`config.mk`:
```
export PLATFORM = sky130hd
export DESIGN_NAME = mmio_uart_tx_flat
export DESIGN_NICKNAME = d
export VERILOG_FILES = /design/src/rtl/mmio_uart_tx_pkg.sv /design/src/rtl/mmio_uart_tx_if.sv /design/src/rtl/mmio_uart_tx_fifo.sv /design/src/rtl/mmio_uart_tx.sv /design/src/flat_wrapper.sv
export SDC_FILE = /design/constraint.sdc
export NUM_CORES = 1
export LEC_CHECK = 0
export ABC_CLOCK_PERIOD_IN_PS = 3640
export CORE_ASPECT_RATIO = 1.5
export CORE_MARGIN = 2
export CORE_UTILIZATION = 49
export CTS_CLUSTER_DIAMETER = 60
export DETAILED_ROUTE_END_ITERATION = 7
export HOLD_SLACK_MARGIN = 0.1
export PLACE_DENSITY_LB_ADDON = 0.25
export SKIP_LAST_GASP = 1
export SLEW_MARGIN = 20
export SYNTH_ARGS = -nofsm -noshare
export SYNTH_HDL_FRONTEND = slang
export SYNTH_SLANG_ARGS = --single-unit
```
`constraint.sdc`:
```
create_clock -name clk -period 3.64 [get_ports clk]
set_input_delay 0.546 -clock clk [delete_from_list [all_inputs] [get_ports clk]]
set_output_delay 0.546 -clock clk [all_outputs]
set_load 0.005 [all_outputs]
```
`src/rtl/mmio_uart_tx_pkg.sv`:
```
// Shared definitions for the memory-mapped UART transmitter.
// Build option: define UART_TX_FIFO_EN for a 4-entry transmit FIFO (default: 1-entry holding register).
package mmio_uart_tx_pkg;

    typedef enum logic [1:0] {
        IDLE  = 2'd0,
        START = 2'd1,
        DATA  = 2'd2,
        STOP  = 2'd3
    } tx_state_e;

    localparam logic [31:0] TXDATA_OFS = 32'h0000_0000;
    localparam logic [31:0] STATUS_OFS = 32'h0000_0004;

    localparam int STATUS_BUSY_BIT = 0;
    localparam int STATUS_FULL_BIT = 1;

    localparam logic [2:0] MODE_WORD = 3'b010;

`ifdef UART_TX_FIFO_EN
    localparam int TX_QUEUE_DEPTH = 4;
`else
    localparam int TX_QUEUE_DEPTH = 1;
`endif

endpackage

```
`src/rtl/mmio_uart_tx_if.sv`:
```
// CPU memory-port handshake between a load/store stage (master) and the UART (slave).
interface mmio_uart_tx_if;
    logic        start;
    logic [31:0] address;
    logic [2:0]  mode;
    logic        write_enable;
    logic [31:0] write_data;
    logic [31:0] read_data;
    logic        done;
    logic        active;
    logic        illegal_address;

    modport master (
        output start, address, mode, write_enable, write_data,
        input  read_data, done, active, illegal_address
    );

    modport slave (
        input  start, address, mode, write_enable, write_data,
        output read_data, done, active, illegal_address
    );
endinterface

```
`src/rtl/mmio_uart_tx_fifo.sv`:
```
// Byte queue between the MMIO store path and the serializer; first-word fall-through output.
module uart_tx_fifo #(
    parameter int DEPTH = 4,
    parameter int CW    = $clog2(DEPTH + 1)
) (
    input  logic          clk,
    input  logic          rst,
    input  logic          push,
    input  logic          pop,
    input  logic [7:0]    din,
    output logic [7:0]    dout,
    output logic [CW-1:0] count,
    output logic          full,
    output logic          empty
);

    localparam int PW = (DEPTH > 1) ? $clog2(DEPTH) : 1;

    logic [7:0]    mem [2**PW];
    logic [PW-1:0] wr_ptr;
    logic [PW-1:0] rd_ptr;
    logic          do_push;
    logic          do_pop;

    function automatic logic [PW-1:0] next_ptr(input logic [PW-1:0] p);
        return (p == PW'(DEPTH - 1)) ? '0 : p + PW'(1);
    endfunction

    // A push into a full queue is accepted only when the head leaves in the same cycle.
    assign do_pop  = pop && !empty;
    assign do_push = push && (!full || do_pop);

    assign full  = (count == CW'(DEPTH));
    assign empty = (count == '0);
    assign dout  = mem[rd_ptr];

    // NOTE: storage is not reset; count/pointers gate every read, so contents never matter until written.
    always_ff @(posedge clk) begin
        if (do_push) mem[wr_ptr] <= din;
    end

    // NOTE: sequential state uses non-blocking assignments so every register samples pre-edge values.
    always_ff @(posedge clk or posedge rst) begin
        if (rst) begin
            wr_ptr <= '0;
            rd_ptr <= '0;
            count  <= '0;
        end else begin
            if (do_push) wr_ptr <= next_ptr(wr_ptr);
            if (do_pop)  rd_ptr <= next_ptr(rd_ptr);
            case ({do_push, do_pop})
                2'b10:   count <= count + CW'(1);
                2'b01:   count <= count - CW'(1);
                default: count <= count;
            endcase
        end
    end

endmodule

```
`src/rtl/mmio_uart_tx.sv`:
```
// Memory-mapped 8N1 UART transmitter: TXDATA store queues a byte, STATUS load reports {full, busy}.
// Build option: UART_TX_FIFO_EN selects the 4-entry queue (see mmio_uart_tx_pkg).
module mmio_uart_tx
    import mmio_uart_tx_pkg::*;
#(
    parameter int          CLKS_PER_BIT = 16,
    parameter logic [31:0] BASE_ADDR    = 32'h0001_0000
) (
    input  logic           clk,
    input  logic           rst,
    mmio_uart_tx_if.slave  bus,
    output logic           tx
);

    localparam int          CW       = $clog2(TX_QUEUE_DEPTH + 1);
    localparam logic [15:0] BIT_LAST = 16'(CLKS_PER_BIT - 1);

    logic          q_push;
    logic          q_pop;
    logic [7:0]    q_din;
    logic [7:0]    q_dout;
    logic [CW-1:0] q_count;
    logic          q_full;
    logic          q_empty;

    tx_state_e     state;
    logic [15:0]   bit_cnt;
    logic [2:0]    bit_idx;
    logic [7:0]    shreg;

    logic          active_q;
    logic          done_q;
    logic          illegal_q;
    logic [31:0]   read_data_q;
    logic          stalled;
    logic [7:0]    pend_byte;

    logic          addr_txdata;
    logic          addr_status;
    logic          accept;
    logic          can_push;
    logic          busy;
    logic [31:0]   status_word;
    logic          unused_bits;

    uart_tx_fifo #(
        .DEPTH (TX_QUEUE_DEPTH),
        .CW    (CW)
    ) u_fifo (
        .clk   (clk),
        .rst   (rst),
        .push  (q_push),
        .pop   (q_pop),
        .din   (q_din),
        .dout  (q_dout),
        .count (q_count),
        .full  (q_full),
        .empty (q_empty)
    );

    assign addr_txdata = (bus.address == BASE_ADDR + TXDATA_OFS);
    assign addr_status = (bus.address == BASE_ADDR + STATUS_OFS);
    assign accept      = bus.start && !active_q;
    assign busy        = (state != IDLE) || (q_count != '0);

    // The serializer takes the head when idle, or at the very end of a stop bit for gapless frames.
    assign q_pop    = !q_empty && ((state == IDLE) || (state == STOP && bit_cnt == '0));
    assign can_push = !q_full || q_pop;
    assign q_push   = can_push && (stalled || (accept && addr_txdata && bus.write_enable));
    assign q_din    = stalled ? pend_byte : bus.write_data[7:0];

    // Access size and upper store bits carry no meaning for this byte-wide device.
    assign unused_bits = ^{bus.mode == MODE_WORD, bus.write_data[31:8]};

    // NOTE: every always_comb output gets a default first so no path leaves it unassigned (no latch).
    always_comb begin
        status_word                  = '0;
        status_word[STATUS_BUSY_BIT] = busy;
        status_word[STATUS_FULL_BIT] = q_full;
    end

    always_ff @(posedge clk or posedge rst) begin
        if (rst) begin
            active_q    <= 1'b0;
            done_q      <= 1'b0;
            illegal_q   <= 1'b0;
            read_data_q <= '0;
            stalled     <= 1'b0;
            pend_byte   <= '0;
        end else begin
            done_q      <= 1'b0;
            illegal_q   <= 1'b0;
            read_data_q <= '0;
            if (stalled) begin
                if (can_push) begin
                    stalled <= 1'b0;
                    done_q  <= 1'b1;
                end
            end else if (active_q) begin
                active_q <= 1'b0;
            end else if (accept) begin
                active_q <= 1'b1;
                if (addr_txdata) begin
                    if (bus.write_enable && !can_push) begin
                        stalled   <= 1'b1;
                        pend_byte <= bus.write_data[7:0];
                    end else begin
                        done_q <= 1'b1;
                    end
                end else if (addr_status) begin
                    done_q <= 1'b1;
                    if (!bus.write_enable) read_data_q <= status_word;
                end else begin
                    done_q    <= 1'b1;
                    illegal_q <= 1'b1;
                end
            end
        end
    end

    always_ff @(posedge clk or posedge rst) begin
        if (rst) begin
            state   <= IDLE;
            bit_cnt <= '0;
            bit_idx <= '0;
            shreg   <= '0;
            tx      <= 1'b1;
        end else begin
            case (state)
                IDLE: begin
                    if (!q_empty) begin
                        state   <= START;
                        shreg   <= q_dout;
                        bit_cnt <= BIT_LAST;
                        tx      <= 1'b0;
                    end
                end
                START: begin
                    if (bit_cnt == '0) begin
                        state   <= DATA;
                        bit_cnt <= BIT_LAST;
                        bit_idx <= '0;
                        tx      <= shreg[0];
                    end else begin
                        bit_cnt <= bit_cnt - 16'd1;
                    end
                end
                DATA: begin
                    if (bit_cnt == '0) begin
                        bit_cnt <= BIT_LAST;
                        bit_idx <= bit_idx + 3'd1;
                        if (bit_idx == 3'd7) begin
                            state <= STOP;
                            tx    <= 1'b1;
                        end else begin
                            tx <= shreg[bit_idx + 3'd1];
                        end
                    end else begin
                        bit_cnt <= bit_cnt - 16'd1;
                    end
                end
                STOP: begin
                    if (bit_cnt == '0) begin
                        if (!q_empty) begin
                            state   <= START;
                            shreg   <= q_dout;
                            bit_cnt <= BIT_LAST;
                            tx      <= 1'b0;
                        end else begin
                            state <= IDLE;
                        end
                    end else begin
                        bit_cnt <= bit_cnt - 16'd1;
                    end
                end
                default: state <= IDLE;
            endcase
        end
    end

    assign bus.active          = active_q;
    assign bus.done            = done_q;
    assign bus.illegal_address = illegal_q;
    assign bus.read_data       = read_data_q;

endmodule

```
`src/flat_wrapper.sv`:
```
// flat-port wrapper written by rule: the top's interface ports become plain ports
module mmio_uart_tx_flat import mmio_uart_tx_pkg::*;
#(
    parameter int          CLKS_PER_BIT = 16,
    parameter logic [31:0] BASE_ADDR    = 32'h0001_0000
)
  (clk, rst, tx, bus_start, bus_address, bus_mode, bus_write_enable, bus_write_data, bus_read_data, bus_done, bus_active, bus_illegal_address);
  mmio_uart_tx_if bus_i ();
  input  logic clk;
  input  logic rst;
  output logic tx;
  input wire logic [$bits(bus_i.start)-1:0] bus_start;
  input wire logic [$bits(bus_i.address)-1:0] bus_address;
  input wire logic [$bits(bus_i.mode)-1:0] bus_mode;
  input wire logic [$bits(bus_i.write_enable)-1:0] bus_write_enable;
  input wire logic [$bits(bus_i.write_data)-1:0] bus_write_data;
  output wire logic [$bits(bus_i.read_data)-1:0] bus_read_data;
  output wire logic [$bits(bus_i.done)-1:0] bus_done;
  output wire logic [$bits(bus_i.active)-1:0] bus_active;
  output wire logic [$bits(bus_i.illegal_address)-1:0] bus_illegal_address;
  assign bus_i.start = bus_start;
  assign bus_i.address = bus_address;
  assign bus_i.mode = bus_mode;
  assign bus_i.write_enable = bus_write_enable;
  assign bus_i.write_data = bus_write_data;
  assign bus_read_data = bus_i.read_data;
  assign bus_done = bus_i.done;
  assign bus_active = bus_i.active;
  assign bus_illegal_address = bus_i.illegal_address;
  mmio_uart_tx #(.CLKS_PER_BIT(CLKS_PER_BIT), .BASE_ADDR(BASE_ADDR)) u_core (.clk(clk), .rst(rst), .bus(bus_i), .tx(tx));
endmodule
```
# ---- Word level (Yosys, flattened, before mapping)
# Memories as Yosys holds them, arrays and structs flattened.
# Cells that the tools add are included.
dict set report word_totals {
  ff_bits 77
  ramBits 16
  out_inout_bits 36
  wordCells 122
  n_memories 1
}
# memory words width read_ports rd_clocked_by_memory_dff wr line_no
set mem_list {}
lappend mem_list {u_core.u_fifo.mem 2 8 1 0 1 mmio_uart_tx_fifo.sv:19} ;# logic [7:0] mem [2**PW];
dict set report classes {
  add_sub_neg 6
  n_lt_le_gt_ge 1
  n_eq_ne 13
  mux 56
  bitwise 2
  reduce_logical 29
}
# operator count
set op_table {}
lappend op_table {{$mux W32} 5}
lappend op_table {{$eq A32 B17 Y1 const B} 2}
lappend op_table {{$mux W16} 3}
lappend op_table {{$pmux W16 S3} 1}
lappend op_table {{$mux W1} 30}
lappend op_table {{$mux W8} 3}
lappend op_table {{$logic_not A16 Y1} 1}
lappend op_table {{$pmux W8 S2} 1}
lappend op_table {{$sub A16 B1 Y16 const B} 1}
lappend op_table {{$mux W2} 6}
lappend op_table {{$reduce_and A5 Y1} 2}
lappend op_table {{$logic_and A1 B1 Y1} 9}
lappend op_table {{$pmux W2 S4} 1}
lappend op_table {{$reduce_bool A2 Y1} 4}
lappend op_table {{$eq A2 B2 Y1 const B} 3}
lappend op_table {{$mux W3} 2}
lappend op_table {{$ne A2 B1 Y1 const B} 3}
lappend op_table {{$pmux W3 S2} 1}
lappend op_table {{$reduce_and A3 Y1} 2}
lappend op_table {{$logic_or A1 B1 Y1} 5}
lappend op_table {{$eq A2 B1 Y1 const B} 2}
lappend op_table {{$lt A3 B4 Y1 const B} 1}
lappend op_table {{$ne A2 B2 Y1 const B} 2}
lappend op_table {{$pmux W1 S4} 1}
lappend op_table {{other kinds (11)} 16}

# ---- Depth between registers and ports, before layout
dict set report logic_depth {
  ltp_word 12
  ltp_mapped 9
  ltp_nobuf 7
}

# ---- By module
# From an unflattened synthesis, not the netlist that was laid out.
dict set report hier_totals {
  hier_cells 299
  hier_area_um2 3109.2
}
# mod instances cells_per_inst area_per_inst_um2 seq_area_each_um2
set modules_own_cells {}
lappend modules_own_cells {mmio_uart_tx 1 284 2810.2 1102.3}
lappend modules_own_cells {uart_tx_fifo 1 15 299.0 265.3}

# ---- Worst setup path after synthesis
# No wires, ideal clock.
dict set report synth_timing {
  path_type {input -> register}
  start {input port bus_address[13]}
  end {memory u_core.u_fifo.mem[0][0] (enable)}
  setup_time_ns 0.375
  arrival_ns 1.925
  t_required_ns 3.265
  path_slack_ns 1.339
  cell_stages 5
  path_cell_list {nor4_1 -> nand4_1 -> nor4b_2 -> a21oi_1 -> a21oi_1}
}
dict set report synth_between {
  elab_chain_cells 8
}
# element line_no
set synth_rtl {}
lappend synth_rtl {{start, declared} flat_wrapper.sv:13} ;# input wire logic [$bits(bus_i.address)-1:0] bus_address;
lappend synth_rtl {{$eq A32 B17 Y1} mmio_uart_tx.sv:61} ;# assign addr_txdata = (bus.address == BASE_ADDR + TXDATA_OFS);
lappend synth_rtl {{$logic_and A1 B1 Y1 (2 in series)} mmio_uart_tx.sv:69} ;# assign q_push = can_push && (stalled || (accept && addr_txdata && bus.write_enable));
lappend synth_rtl {{$logic_or A1 B1 Y1} mmio_uart_tx.sv:69}
lappend synth_rtl {{$logic_and A1 B1 Y1} mmio_uart_tx.sv:69}
lappend synth_rtl {{$logic_and A1 B1 Y1} mmio_uart_tx_fifo.sv:31} ;# assign do_push = push && (!full || do_pop);
lappend synth_rtl {{named net u_core.u_fifo.do_push} mmio_uart_tx_fifo.sv:22} ;# logic do_push;
lappend synth_rtl {{$mux W1} mmio_uart_tx_fifo.sv:39} ;# if (do_push) mem[wr_ptr] <= din;
lappend synth_rtl {{$mux W1 (not written as such)} mmio_uart_tx_fifo.sv:39}
lappend synth_rtl {{end, declared} mmio_uart_tx_fifo.sv:19}
# The timed path passes the listed nets, and every way through them passes these cells.

# ---- Worst setup path after layout
dict set report layout_timing {
  start {register u_core.bit_cnt[0]}
  end {register u_core.shreg[5]}
}
dict set report layout_between {
  elab_chain_cells 3
}
# element line_no
set layout_rtl {}
lappend layout_rtl {{start, declared} mmio_uart_tx.sv:27} ;# logic [15:0] bit_cnt;
lappend layout_rtl {{start signal, assigned} mmio_uart_tx.sv:145} ;# bit_cnt <= bit_cnt - 16'd1;
lappend layout_rtl {{start signal, assigned} mmio_uart_tx.sv:159} ;# bit_cnt <= bit_cnt - 16'd1;
lappend layout_rtl {{start signal, assigned} mmio_uart_tx.sv:173} ;# bit_cnt <= bit_cnt - 16'd1;
lappend layout_rtl {{$logic_not A16 Y1} mmio_uart_tx.sv:163} ;# if (bit_cnt == '0) begin
lappend layout_rtl {{$ne A2 B2 Y1 (no source line)} --}
lappend layout_rtl {{$reduce_and A2 Y1 (no source line)} --}
lappend layout_rtl {{end signal, assigned} mmio_uart_tx.sv:133} ;# shreg <= q_dout;
lappend layout_rtl {{end signal, assigned} mmio_uart_tx.sv:166} ;# shreg <= q_dout;
lappend layout_rtl {{end, declared} mmio_uart_tx.sv:29} ;# logic [7:0] shreg;
# Every way passes these cells.
# A chain may end at the register's enable or synchronous reset.

==> summary.txt <==
Run status
  • Outcome: finished clean

Finish
  • Most common cell after layout, fill and taps aside: clkdlybuf4s50_1
  • Most frequent cells in the layout: clkdlybuf4s50_1, dfrtp_1, conb_1
  • Share of post-route cells with drive strength above 1: 0.131
  • Util after Layout: 0.589
  • Area Overhead vs Synth: 17.9%
  • Final nets: 407
  • Diodes inserted: 0

STA
  • Final setup viols: 0
  • RSZ-0062 raised after global routing: false
  • Hold Fails Final Rpt: 0
  • Setup TNS: 0 ps
  • Max-slew violations: 0
  • Fin Hold WS: 482 ps
  • Rel. slew slack: 0.437
  • Minimum clock period: 2540 ps
  • Slew of the pin with the lowest slew margin: 839 ps
  • Clock Skews: 6.35 ps
  • Fmax: 393 MHz
  • Tcrit/Tclk final: 0.699
  • Setup ws final: 1100 ps

Floorplanning
  • Total core area: 6090 µm²
  • Initial core utilization: 0.499
  • Die X: 68.3 µm
  • Row count: 35
  • Die height: 100 µm
  • I/O pin cnt: 107
  • Die ar.: 6860 µm²

Synth
  • Yosys cell types: 52
  • Prevailing post-synth register cell: dfrtp_1
  • Yosys warns: 0
  • Fraction of registers with async set or reset after synthesis: 0.849
  • Mapped Avg Cell Area: 10.9 µm²
  • Sequential share of the synthesized area: 0.450
  • EDFF count, synth: 8
  • Yosys reg bits: 53
  • Count of mapped cells out of synthesis: 278
  • Synthesized cell area: 3040 µm²

Detailed routing
  • DRC: 0
  • 1st-iter DRT viols: 87
  • Post-route ant nets: 0
  • Drt first pass iters: 4
  • DR vias/cell: 5.38
  • WL/cell: 14.6 µm
  • Vias: 2162
  • Final wirelength: 5.86 mm

Clock network
  • Clk_lat worst skew: 310 ps
  • Htree depth: 2
  • Longest Clk Path Bufs: 2
  • Root Driver: clkbuf_8
  • CTS Buf Count: 5
  • Cts hold-fix bufs: 0
  • CTS resizes: 0
  • Clock transition at the registers of the reported paths: 90 ps
  • Setup Buffers After CTS: 0
  • TritonCTS Sinks: 53
  • CTS tree: built

Setup path
  • Worst r2r src: u_core.bit_cnt[0]$_DFF_PP0_
  • Worst reg-to-reg path cell count: 7
  • Reg2reg setup slack: 1100 ps
  • CP startpoint: u_core.bit_cnt[0]$_DFF_PP0_
  • CP Launch Type: flip-flop
  • CP Data Required Time: 3840 ps
  • Arr. time, crit path: 2740 ps
  • Worst setup EP type: flip-flop
  • RR Endpoint: u_core.shreg[5]$_DFFE_PP0P_
  • WS Path Type: reg -> reg
  • Crit-path max FO: 15
  • Worst setup endpoint: u_core.shreg[5]$_DFFE_PP0P_

GRT
  • Global-route wire length before repair: 9.99 mm
  • Vias in the first global route: 2233
  • Remaining Overflow, GRT: 0
  • Initial antenna violation count: 0
  • Total GRT Usage: 0.189
  • Largest net degree at the start of global routing: 25

Placement
  • DP HPWL: 4.55 mm
  • IO buf count: 49
  • Setup WS pre-CTS: 861 ps
  • Routability cong.: 0.801

Hold path
  • WHS Path Cells: 2
  • HP Class: reg -> reg

Power and ir drop
  • Pwr/cell area: 302 nW/µm²
  • Peak supply drop: 0.236 mV
  • LEAKAGE: 0.00154 µW

Flow run
  • Max cap viols: 0
==> logic make-up after synthesis <==
group | synth area share
mux | 0.119
fa+ha+maj | 0.0371
simple gates | 0.174
buf+inv | 0.101
compound gates | 0.112
xor+xnor | 0.00576
flops | 0.450
other cells | 0.00123
==> synth_stat cells, drive strengths merged (2+ instances only) <==
cell     n  area share
mux2i    4       0.013
o221a    2      0.0074
a21oi   12       0.020
o21ai   12       0.020
or4      3      0.0074
xnor2    2      0.0058
o32ai    2      0.0058
and3     2      0.0041
nor4    11       0.037
buf     35       0.085
nor2    17       0.021
nor3b    2      0.0049
clkbuf   3      0.0037
inv     10       0.012
nand4    5       0.012
nor4b    2      0.0078
mux2    24       0.099
nand3    6      0.0099
ha       9       0.037
edfxtp   8       0.079
a22o     3      0.0086
o31ai    3      0.0074
nand2   14       0.020
nor2b    5       0.010
a32o     2      0.0066
dfrtp   44        0.36
o22a     4       0.012
nor3    10       0.016
a21o     3      0.0074
nand2b   3      0.0062
or3      3      0.0062
==> worst min path at each step <==
| stage | slack [ps] | endpoint | start |
|---|---|---|---|
| 6_report | 480 | u_core.tx$_DFFE_PP1P_ | u_core.tx$_DFFE_PP1P_ |
| 3_5_place_dp | 470 | u_core.shreg[6]$_DFFE_PP0P_ | u_core.u_fifo.mem[0][6]$_DFFE_PP_ |
| 4_1_cts | 490 | u_core.shreg[4]$_DFFE_PP0P_ | u_core.u_fifo.mem[0][4]$_DFFE_PP_ |
| 3_3_place_gp | 460 | u_core.shreg[3]$_DFFE_PP0P_ | u_core.u_fifo.mem[0][3]$_DFFE_PP_ |
| 5_1_grt | 500 | u_core.shreg[6]$_DFFE_PP0P_ | u_core.u_fifo.mem[0][6]$_DFFE_PP_ |
| 2_1_floorplan | 460 | u_core.shreg[0]$_DFFE_PP0P_ | u_core.u_fifo.mem[0][0]$_DFFE_PP_ |
==> metrics by stage <==
stage               instances  cell area, µm²  total power (µW)
floorplan                 307            3150               663
global route              402            3580              1130
finish                    402            3580              1080
detailed placement        394            3480               697
global placement          394            3480               696
CTS                       402            3580              1090
==> worst max-delay path, cell delays in order, from the launching register on <==
cell	delay [ps]
dfrtp_1	440
inv_1	110
ha_1	140
nor3b_1	310
and4_1	650
nand2_4	110
a21o_1	330
mux2_4	350
==> layout make-up <==
| class | count | area, µm² |
|---|---|---|
| clock buffers | 6 | 72.6 |
| clock inverters | 2 | 35.0 |
| fillers | 526 | 2500 |
| inverters | 10 | 37.5 |
| multi-input cells | 206 | 1470 |
| flip-flops and latches | 53 | 1370 |
| well taps | 74 | 92.6 |
| repair buffers | 51 | 505 |
==> state kept, by name (all words and copies together) (netlist names) <==
signal and cells:
u_core.bus.illegal_address 1, u_core.stalled 1, u_core.bus.read_data 2, u_core.bus.active 1, u_core.bus.done 1, u_core.pend_byte 8
u_core.u_fifo.mem 8, u_core.state 2, u_core.bit_idx 3, u_core.u_fifo.count 1, u_core.bit_cnt 16, u_core.shreg 8
u_core.tx 1
==> layer usage <==
layer  up-vias  wire (µm)  GRT usage
met1      1073       2240      0.204
met3         6        133     0.0346
met5         -          0          0
met2        25       3420      0.360
li1       1058          -          -
met4         0         71     0.0554
==> power breakdown <==
group / switching [µW] / total [µW] / internal (µW)
Combinational: 29.3 / 80.5 / 51.2
Sequential: 0.972 / 604 / 603
Clock: 193 / 397 / 204
Total: 223 / 1080 / 858
Power figures use the tool's default switching activity.
